$ cat config.mk
export PLATFORM = sky130hd
export DESIGN_NAME = rtc_bcd_counter
export DESIGN_NICKNAME = d
export VERILOG_FILES = /design/src/rtl/rtc_bcd_counter.sv
export SDC_FILE = /design/constraint.sdc
export NUM_CORES = 1
export LEC_CHECK = 0
export BUFFER_PORTS_ARGS = -buffer_cell sky130_fd_sc_hd__buf_2
export CAP_MARGIN = 20
export CORE_ASPECT_RATIO = 1.25
export CORE_UTILIZATION = 46
export DETAILED_ROUTE_END_ITERATION = 16
export PLACE_DENSITY = 0.75
export SLEW_MARGIN = 20
export SYNTH_ARGS = -nofsm -noshare
export SYNTH_HDL_FRONTEND = slang
export SYNTH_SLANG_ARGS = --single-unit
$ cat constraint.sdc
create_clock -name clk -period 1.9 [get_ports clk]
set_input_delay 0.19 -clock clk [delete_from_list [all_inputs] [get_ports clk]]
set_output_delay 0.19 -clock clk [all_outputs]
set_load 0.01 [all_outputs]
$ cat src/rtl/rtc_bcd_counter.sv
// BCD seconds/minutes/hours timekeeper fed by a 1 Hz square wave sampled as data.
// Tick-to-output latency is SYNC_STAGES cycles; a load strobe always beats a tick.
module rtc_bcd_counter #(
  parameter int SYNC_STAGES = 2,
  parameter bit MODE_12H    = 1'b0
) (
  input  logic        clk,
  input  logic        rst_n,
  input  logic        clk_1hz,
  input  logic        run,
  input  logic        load,
  input  logic [23:0] set_time,
  output logic [23:0] time_bcd,
  output logic        sec_pulse,
  output logic        min_wrap,
  output logic        hour_wrap,
  output logic        day_wrap,
  output logic        load_err
);

  localparam logic [23:0] RESET_TIME = MODE_12H ? 24'h120000 : 24'h000000;

  logic [SYNC_STAGES-1:0] sync_q, sync_d;
  // Tracks which sync stages hold a real sample rather than the reset value.
  logic [SYNC_STAGES-1:0] fill_q, fill_d;
  logic        prev_q, prev_d;
  logic        armed_q, armed_d;
  logic [23:0] time_q, time_d;
  logic        sec_pulse_q, sec_pulse_d;
  logic        min_wrap_q, min_wrap_d;
  logic        hour_wrap_q, hour_wrap_d;
  logic        day_wrap_q, day_wrap_d;
  logic        load_err_q, load_err_d;

  logic        sync_last, fill_last, tick;
  logic [3:0]  h_t, h_u, m_t, m_u, s_t, s_u;
  logic [23:0] inc_time;
  logic        s_wrap, m_wrap, h_wrap;

  assign {h_t, h_u, m_t, m_u, s_t, s_u} = time_q;

  function automatic logic time_ok(input logic [23:0] t);
    logic digits_ok, hours_ok;
    digits_ok = (t[23:20] <= 4'd9) && (t[19:16] <= 4'd9) && (t[15:12] <= 4'd5) &&
                (t[11:8] <= 4'd9) && (t[7:4] <= 4'd5) && (t[3:0] <= 4'd9);
    if (MODE_12H)
      hours_ok = ((t[23:20] == 4'd0) && (t[19:16] != 4'd0)) ||
                 ((t[23:20] == 4'd1) && (t[19:16] <= 4'd2));
    else
      hours_ok = (t[23:20] < 4'd2) || ((t[23:20] == 4'd2) && (t[19:16] <= 4'd3));
    return digits_ok && hours_ok;
  endfunction

  always_comb begin
    sync_d    = {sync_q[SYNC_STAGES-2:0], clk_1hz};
    fill_d    = {fill_q[SYNC_STAGES-2:0], 1'b1};
    sync_last = sync_q[SYNC_STAGES-1];
    fill_last = fill_q[SYNC_STAGES-1];
    prev_d    = sync_last;
    armed_d   = armed_q | (fill_last & ~sync_last);
    tick      = sync_last & ~prev_q & armed_q;
  end

  // One-second increment with BCD carries through all six digits.
  always_comb begin
    inc_time = time_q;
    s_wrap   = 1'b0;
    m_wrap   = 1'b0;
    h_wrap   = 1'b0;
    if (s_u != 4'd9) begin
      inc_time[3:0] = s_u + 4'd1;
    end else begin
      inc_time[3:0] = 4'd0;
      if (s_t != 4'd5) begin
        inc_time[7:4] = s_t + 4'd1;
      end else begin
        inc_time[7:4] = 4'd0;
        s_wrap = 1'b1;
        if (m_u != 4'd9) begin
          inc_time[11:8] = m_u + 4'd1;
        end else begin
          inc_time[11:8] = 4'd0;
          if (m_t != 4'd5) begin
            inc_time[15:12] = m_t + 4'd1;
          end else begin
            inc_time[15:12] = 4'd0;
            m_wrap = 1'b1;
            if (MODE_12H ? (time_q[23:16] == 8'h12) : (time_q[23:16] == 8'h23)) begin
              inc_time[23:16] = MODE_12H ? 8'h01 : 8'h00;
              h_wrap = 1'b1;
            end else if (h_u == 4'd9) begin
              inc_time[23:16] = {h_t + 4'd1, 4'd0};
            end else begin
              inc_time[19:16] = h_u + 4'd1;
            end
          end
        end
      end
    end
  end

  always_comb begin
    time_d      = time_q;
    load_err_d  = load_err_q;
    sec_pulse_d = 1'b0;
    min_wrap_d  = 1'b0;
    hour_wrap_d = 1'b0;
    day_wrap_d  = 1'b0;
    if (load) begin
      if (time_ok(set_time)) begin
        time_d     = set_time;
        load_err_d = 1'b0;
      end else begin
        load_err_d = 1'b1;
      end
    end else if (tick && run) begin
      time_d      = inc_time;
      sec_pulse_d = 1'b1;
      min_wrap_d  = s_wrap;
      hour_wrap_d = m_wrap;
      day_wrap_d  = h_wrap;
    end
  end

  always_ff @(posedge clk or negedge rst_n) begin
    if (!rst_n) begin
      sync_q      <= '0;
      fill_q      <= '0;
      prev_q      <= 1'b0;
      armed_q     <= 1'b0;
      time_q      <= RESET_TIME;
      sec_pulse_q <= 1'b0;
      min_wrap_q  <= 1'b0;
      hour_wrap_q <= 1'b0;
      day_wrap_q  <= 1'b0;
      load_err_q  <= 1'b0;
    end else begin
      sync_q      <= sync_d;
      fill_q      <= fill_d;
      prev_q      <= prev_d;
      armed_q     <= armed_d;
      time_q      <= time_d;
      sec_pulse_q <= sec_pulse_d;
      min_wrap_q  <= min_wrap_d;
      hour_wrap_q <= hour_wrap_d;
      day_wrap_q  <= day_wrap_d;
      load_err_q  <= load_err_d;
    end
  end

  assign time_bcd  = time_q;
  assign sec_pulse = sec_pulse_q;
  assign min_wrap  = min_wrap_q;
  assign hour_wrap = hour_wrap_q;
  assign day_wrap  = day_wrap_q;
  assign load_err  = load_err_q;

endmodule

==> qor.yml, run 1 <==
worst_setup_path:
  crit_required_ps: 2050
  worstPathArrival_ps: 2030
  cp-start-kind: "flop"
  rr_worst_depth: 8
  critPathMaxFanout: 7
  end_kind: "flop"
  critical_path_class: "flop to flop"
pwr:
  intPower_mw: 1.585
  irDropWorstVdd_uv: 614.4
  clock_power_share: 0.255
  p_seq_frac: 0.397
  comb_power_share: 0.348
  p_per_area_mw_per_mm2: 878.1
  power_leakage_nw: 1.261
  p_sw_frac: 0.3341
  p_sw_mw: 0.7950
sta:
  final-hold-violation-count: 0
  finalSetupViolations: 0
  setup_tns_ps: 0
  min_period_ps: 1886
  fmax_mhz: 530.2
  clock-skew-final_ps: 10.14
  fin_crit_sh: 0.9927
  maxSlewViolCount: 0
  rsz0062_at_grt: "yes"
synthesis:
  synthCells: 220
  ys_warn_count: 0
  synth-seq-area-share: 0.4411
  ys_types: 51
  avgSynthCellArea_um2: 9.026
  synthesis.nets: 253
  synth_edf_count: 0
  syn-cell-area_mm2: 0.001986
  postSynth.asyncResetShare: 1.000
  synth_ff_type: "dfrtp_1"
  ys_seq_elements: 35
route:
  postRouteAntennaNets: 0
  drc_errors: 0
  dr.first_iter.drc_count: 142
  viasPerCell: 5.623
  wl_per_cell_um: 14.46
  drtPass1Iterations: 4
  vias: 2058
  detail_route.wirelength_mm: 5.294
min_path:
  holdPathStages: 2
  hold_class: "input port to flop"
cts:
  clkTransAtPathRegs_ps: 70
  clockRootBuffer: "clkbuf_8"
  clock_sinks: 35
  cts_buffers: 5
  cts.htree.levels: 2
  cts_tree: "done"
  clk_path_buf_depth: 2
  clk_latency_ps: 290
layout:
  multi_input_area_mm2: 0.001046
  drive_above_1_share: 0.3710
  num_antenna_cells: 0
  fill_cells: 362
  fin_nets: 342
  regArea_um2: 877.1
  stdcell_count: 366
  largest_reg_flops: 24
  layout-area-overhead-vs-synth_pct: 36.48
  fin_util: 0.6612
grt:
  grt_pass1_wl_mm: 8.418
  grt_max_degree: 38
  globalRoute.totalOverflow: 0
  track_usage: 0.2496
  antenna_found_initial: 0
  grt_pass1_vias: 1881
floorplanning:
  ios: 58
  fp.dieH_um: 75.46
  initial_core_util: 0.4844
  core_area_mm2: 0.004099
  die_w_um: 60.77
  die_area_mm2: 0.004585
  num_rows: 26
run_status:
  outcome: "finished clean"
placed_design:
  gp_congestion: 0.8490
  place_hpwl_mm: 3.925
  port_buffers: 57
  placed_cells: 355
job:
  cap_violations: 0
[layout by cell type (no fill, tap or decap), types with 2 or more instances in the layout]
master | netlist | routed
a2111oi_0 | 3 | 2
a211oi_1 | 2 | 2
a21o_1 | 3 | 3
a21oi_1 | 16 | 16
a221oi_1 | 2 | 2
a311oi_1 | 2 | 2
a31oi_1 | 3 | 3
and2_1 | 3 | 3
buf_2 | 3 | 57
buf_4 | 2 | 35
clkbuf_8 | 0 | 7
dfrtp_1 | 35 | 34
dlygate4sd3_1 | 0 | 2
ha_1 | 4 | 4
inv_1 | 12 | 11
mux2i_1 | 6 | 6
nand2_1 | 14 | 14
nand2b_1 | 3 | 3
nand3_1 | 8 | 8
nand4_1 | 5 | 5
nor2_1 | 17 | 15
nor2_2 | 0 | 2
nor2b_1 | 2 | 2
nor3_1 | 6 | 6
nor4_1 | 3 | 3
nor4bb_2 | 0 | 2
o211ai_1 | 2 | 2
o21ai_0 | 23 | 22
o21ai_2 | 0 | 2
o31ai_1 | 5 | 5
xnor2_1 | 2 | 2
[worst max-delay path, cell delays in order (launching register included)]
cell	delay, ps
dfrtp_2	410
inv_2	60
ha_1	120
or4b_4	470
o211ai_4	280
buf_4	180
nor2_1	40
a21oi_1	110
o21ai_0	90
[repair_timing]
action / in CTS / in global routing
pin swaps: 2 / 2
endpoints found under the hold margin: 36 / 0
setup buffers: 0 / 1
endpoints found under the setup margin: 5 / 12
gates resized for setup: 2 / 8
hold buffers: 2 / 0
[final timing paths]
path	startpoint	to	slack [ps]
hold reg to reg	fill_q[0]	fill_q[1]	360
hold / removal	set_time[2]	time_bcd[2]	140
min in group asynchronous	rst_n	min_wrap	460
max in group asynchronous	rst_n	time_bcd[20]	1090
setup reg to reg	time_bcd[20]	time_bcd[18]	10
setup / recovery	time_bcd[20]	time_bcd[18]	10
[through the flow]
| step | power [mW] | setup slack [ps] | instance area (um2) | hold slack (ps) |
|---|---|---|---|---|
| final | 2.380 | 13.85 | 2710 | 136.6 |
| after floorplan | 1.360 | -1.111 | 1997 | -105.6 |
| after CTS | 2.373 | 5.077 | 2676 | 128.3 |
| after detailed placement | 1.760 | -44.78 | 2551 | 249.5 |
| after global placement | 1.738 | 32.37 | 2551 | 252.3 |
| after global routing | 2.529 | -93.42 | 2710 | 134.2 |
[synthesized netlist by cell type (3+ instances only)]
library cell,instances,area (um2)
a2111oi_0,3,26.28
a21o_1,3,22.52
a21oi_1,16,80.08
a31oi_1,3,18.77
and2_1,3,18.77
buf_2,3,15.01
clkbuf_1,6,22.52
dfrtp_1,35,875.8
ha_1,4,50.05
inv_1,12,45.04
mux2i_1,6,60.06
nand2_1,14,52.55
nand2b_1,3,18.77
nand3_1,8,40.04
nand4_1,5,31.28
nor2_1,17,63.81
nor3_1,6,30.03
nor4_1,3,18.77
nor4bb_1,3,30.03
o21ai_0,23,115.1
o31ai_1,5,37.54
[power groups by stage]
stage / Combinational [mW] / Sequential (mW) / Clock (mW)
2_1_floorplan: 0.308 / 1.05 / 0
3_3_place_gp: 0.790 / 0.948 / 0
3_5_place_dp: 0.806 / 0.954 / 0
4_1_cts: 0.813 / 0.942 / 0.618
5_1_grt: 0.919 / 0.959 / 0.651
6_report: 0.828 / 0.945 / 0.607
[cells by family (layout without fill, tap and decap cells)]
group | count (synthesis) | count (layout) | synth area share
XOR/XNOR | 2 | 2 | 0.008823
AO/OA/AOI/OAI | 73 | 73 | 0.2382
adder cells (fa/ha/maj) | 4 | 4 | 0.02521
multiplexers | 6 | 6 | 0.03025
flip-flops | 35 | 35 | 0.4411
other | 1 | 1 | 0.001889
buffers and inverters | 24 | 114 | 0.05103
AND/OR/NAND/NOR | 75 | 75 | 0.2035
[metal layers]
layer / track usage / wire length (um) / vias up
met5: 0 / 0 / -
met4: 0.1086 / 75 / 0
met3: 0.05093 / 259 / 7
met2: 0.4347 / 2705 / 66
met1: 0.2957 / 2254 / 995
li1: - / - / 990
[cell type report]
type / count / share of cell area
flip-flops and latches: 35 / 0.3236
repair buffers: 94 / 0.2096
well taps: 56 / 0.02585
inverters: 12 / 0.01662
multi-input cells: 161 / 0.3860
clock inverters: 1 / 0.002770
clock buffers: 7 / 0.03555
Power figures use the tool's default switching activity.
==> inputs of run 2 (changes only) <==
CORE_MARGIN = 3   (was unset)
==> run 2 against run 1 <==
  * The run now ends with negative setup slack left
  * Hold slack worse by 1.5 ps
  * Routed wire length is 4.8% higher
  * Critical path depth decreased by 1
  * Die area grew 12%
  * Final cell count grew 0.55%
  * Critical endpoint is now time_bcd[17]
==> qor.yml, run 2 (synthesis gave the netlist of run 1 again) <==
floorplanning:
  core_area_mm2: 0.004131  # +0.79%
  ios: 58  # unchanged
  die_area_mm2: 0.005146  # +12%
  initial_core_util: 0.4806  # -0.003814
  die_w_um: 64.77  # +6.6%
  num_rows: 26  # unchanged
  fp.dieH_um: 79.46  # +5.3%
layout:
  fin_area_mm2: 0.002733  # +0.83%
  largest_reg_flops: 24  # unchanged
  num_antenna_cells: 0  # unchanged
  stdcell_count: 368  # +0.55%
  final_cell_mix: "buf_2 (57), buf_4 (36), dfrtp_1 (34)"
  drive_above_1_share: 0.3782  # +0.007237
  fin_nets: 344  # +0.58%
  layout_commonest_cell: "buf_2"
  layout-area-overhead-vs-synth_pct: 37.62
grt:
  grt_pass1_wl_mm: 9.315  # +11%
  antenna_found_initial: 0  # unchanged
  track_usage: 0.2309  # -0.01876
  globalRoute.totalOverflow: 0  # unchanged
  grt_pass1_vias: 2004  # +6.5%
  grt_max_degree: 38  # unchanged
job:
  cap_violations: 0  # unchanged
worst_setup_path:
  slowest_stage: "or4b_4"
  critPathMaxFanout: 7  # unchanged
  cp-start-kind: "flop"
  rr_worst_depth: 7  # -1
  r2r-start: "time_bcd[20]"
  r2r_end: "time_bcd[17]"
  crit_required_ps: 2060  # about the same
  crit_family: "compound AO/OA/AOI/OAI gates"
  reg2reg_slack_ps: -60  # -80 ps
  critical_path_class: "flop to flop"
  path_cells: "inv_2 > ha_4 > or4b_4 > o211ai_4 > nor2_1 > a2111oi_2 > a21oi_1"
  worst-path-buf-inv: 1  # -1
  cp_slowest_stage_delay_ps: 480  # about the same
  end_kind: "flop"
  worstPathArrival_ps: 2130  # +100 ps
pwr:
  power_leakage_nw: 1.265  # +0.27%
  p_total_mw: 2.334  # -1.9%
  irDropWorstVdd_uv: 506.0  # -18%
  p_per_area_mw_per_mm2: 854.0  # -2.7%
cts:
  cts.htree.levels: 2  # unchanged
  clk_path_buf_depth: 2  # unchanged
  cts_buffers: 5  # unchanged
  clock_sinks: 35  # unchanged
  cts_tree: "done"
  clkTransAtPathRegs_ps: 70  # about the same
  clk_latency_ps: 290  # about the same
  clockRootBuffer: "clkbuf_8"
sta:
  fin_crit_sh: 1.033  # +0.04032
  fmax_mhz: 509.5  # -3.9%
  rsz0062_at_grt: "yes"
  clock-skew-final_ps: 15.13  # +4.988 ps
  setup_tns_ps: -69.49  # -69.49 ps
  finalSetupViolations: 2  # +2
  setup_slack_ps: -62.76  # -76.61 ps
  final-hold-violation-count: 0  # unchanged
  min_period_ps: 1963  # +76.61 ps
  maxSlewViolCount: 0  # unchanged
route:
  drtPass1Iterations: 4  # unchanged
  detail_route.wirelength_mm: 5.548  # +4.8%
  vias: 2076  # +0.87%
  dr.first_iter.drc_count: 111  # -22%
  postRouteAntennaNets: 0  # unchanged
  drc_errors: 0  # unchanged
  viasPerCell: 5.641  # +0.33%
  wl_per_cell_um: 15.08  # +4.2%
min_path:
  holdPathStages: 2  # unchanged
  min-delay-start: "set_time[2]"
  hold_class: "input port to flop"
  hold_end: "time_bcd[2]"
run_status:
  violations: "negative setup slack"
  outcome: "finished, violations left"
placed_design:
  place_area_mm2: 0.002566  # +0.59%
  placed_cells: 357  # +0.56%
  place_hpwl_mm: 4.100  # +4.5%
  port_buffers: 57  # unchanged
  gp_congestion: 0.8291  # -2.3%
==> run 2: changes by cell type in the layout (fill, tap and decap cells not counted), moves of 2 or more <==
cell / delta
o21ai_0: -4
a21oi_2: +2
clkbuf_8: -2
a21oi_1: -2
clkbuf_1: +2
o21ai_1: +5
o21ai_2: -2
==> run 2: power by group <==
group / switching, mW / total (mW) / internal (mW)
clock network: 0.272 / 0.529 / 0.257
logic: 0.458 / 0.860 / 0.402
registers: 0.0864 / 0.945 / 0.858
==> run 2: final cells by class <==
type                       count  area, um2
clock buffer                   7      76.32
clock inverter                 1      5.005
fill                         382       1399
inverter                      12      45.04
multi-input combinational    161       1072
sequential                    35      877.1
tap                           56      70.07
timing repair buffer          96      586.8
==> run 2: worst max-delay path by stage <==
| stage | from | endpoint | slack [ps] | depth (start not counted) |
|---|---|---|---|---|
| after global routing | time_bcd[20] | time_bcd[17] | -190 | 7 |
| after detailed placement | time_bcd[20] | time_bcd[17] | -80 | 7 |
| after global placement | time_bcd[20] | time_bcd[20] | 40 | 7 |
| after floorplan | time_bcd[20] | time_bcd[17] | -1 | 7 |
| after CTS | time_bcd[20] | time_bcd[17] | 1 | 7 |
| final | time_bcd[20] | time_bcd[17] | -60 | 7 |
==> run 2: timing repair <==
action | in CTS | in global routing
pin swaps | 1 | 6
hold endpoints to repair | 19 | 0
hold buffers | 2 | 0
gates resized for setup | 1 | 19
endpoints found under the setup margin | 4 | 11
setup buffers | 0 | 1
==> run 2: routing by layer <==
layer	global-route usage	routed length (um)
met1	0.2955	2255
met2	0.3951	2914
met3	0.03944	282
met4	0.07188	95
met5	0	0
==> run 2: per-stage QoR <==
stage	setup WS [ps]	hold WS, ps	util
after floorplan	-1.111	-105.6	-
after global placement	41.35	162.4	0.6211
after detailed placement	-76.76	164.6	0.6211
after CTS	1.306	138.0	0.6460
after global routing	-193.3	137.8	0.6614
final	-62.76	135.1	0.6614
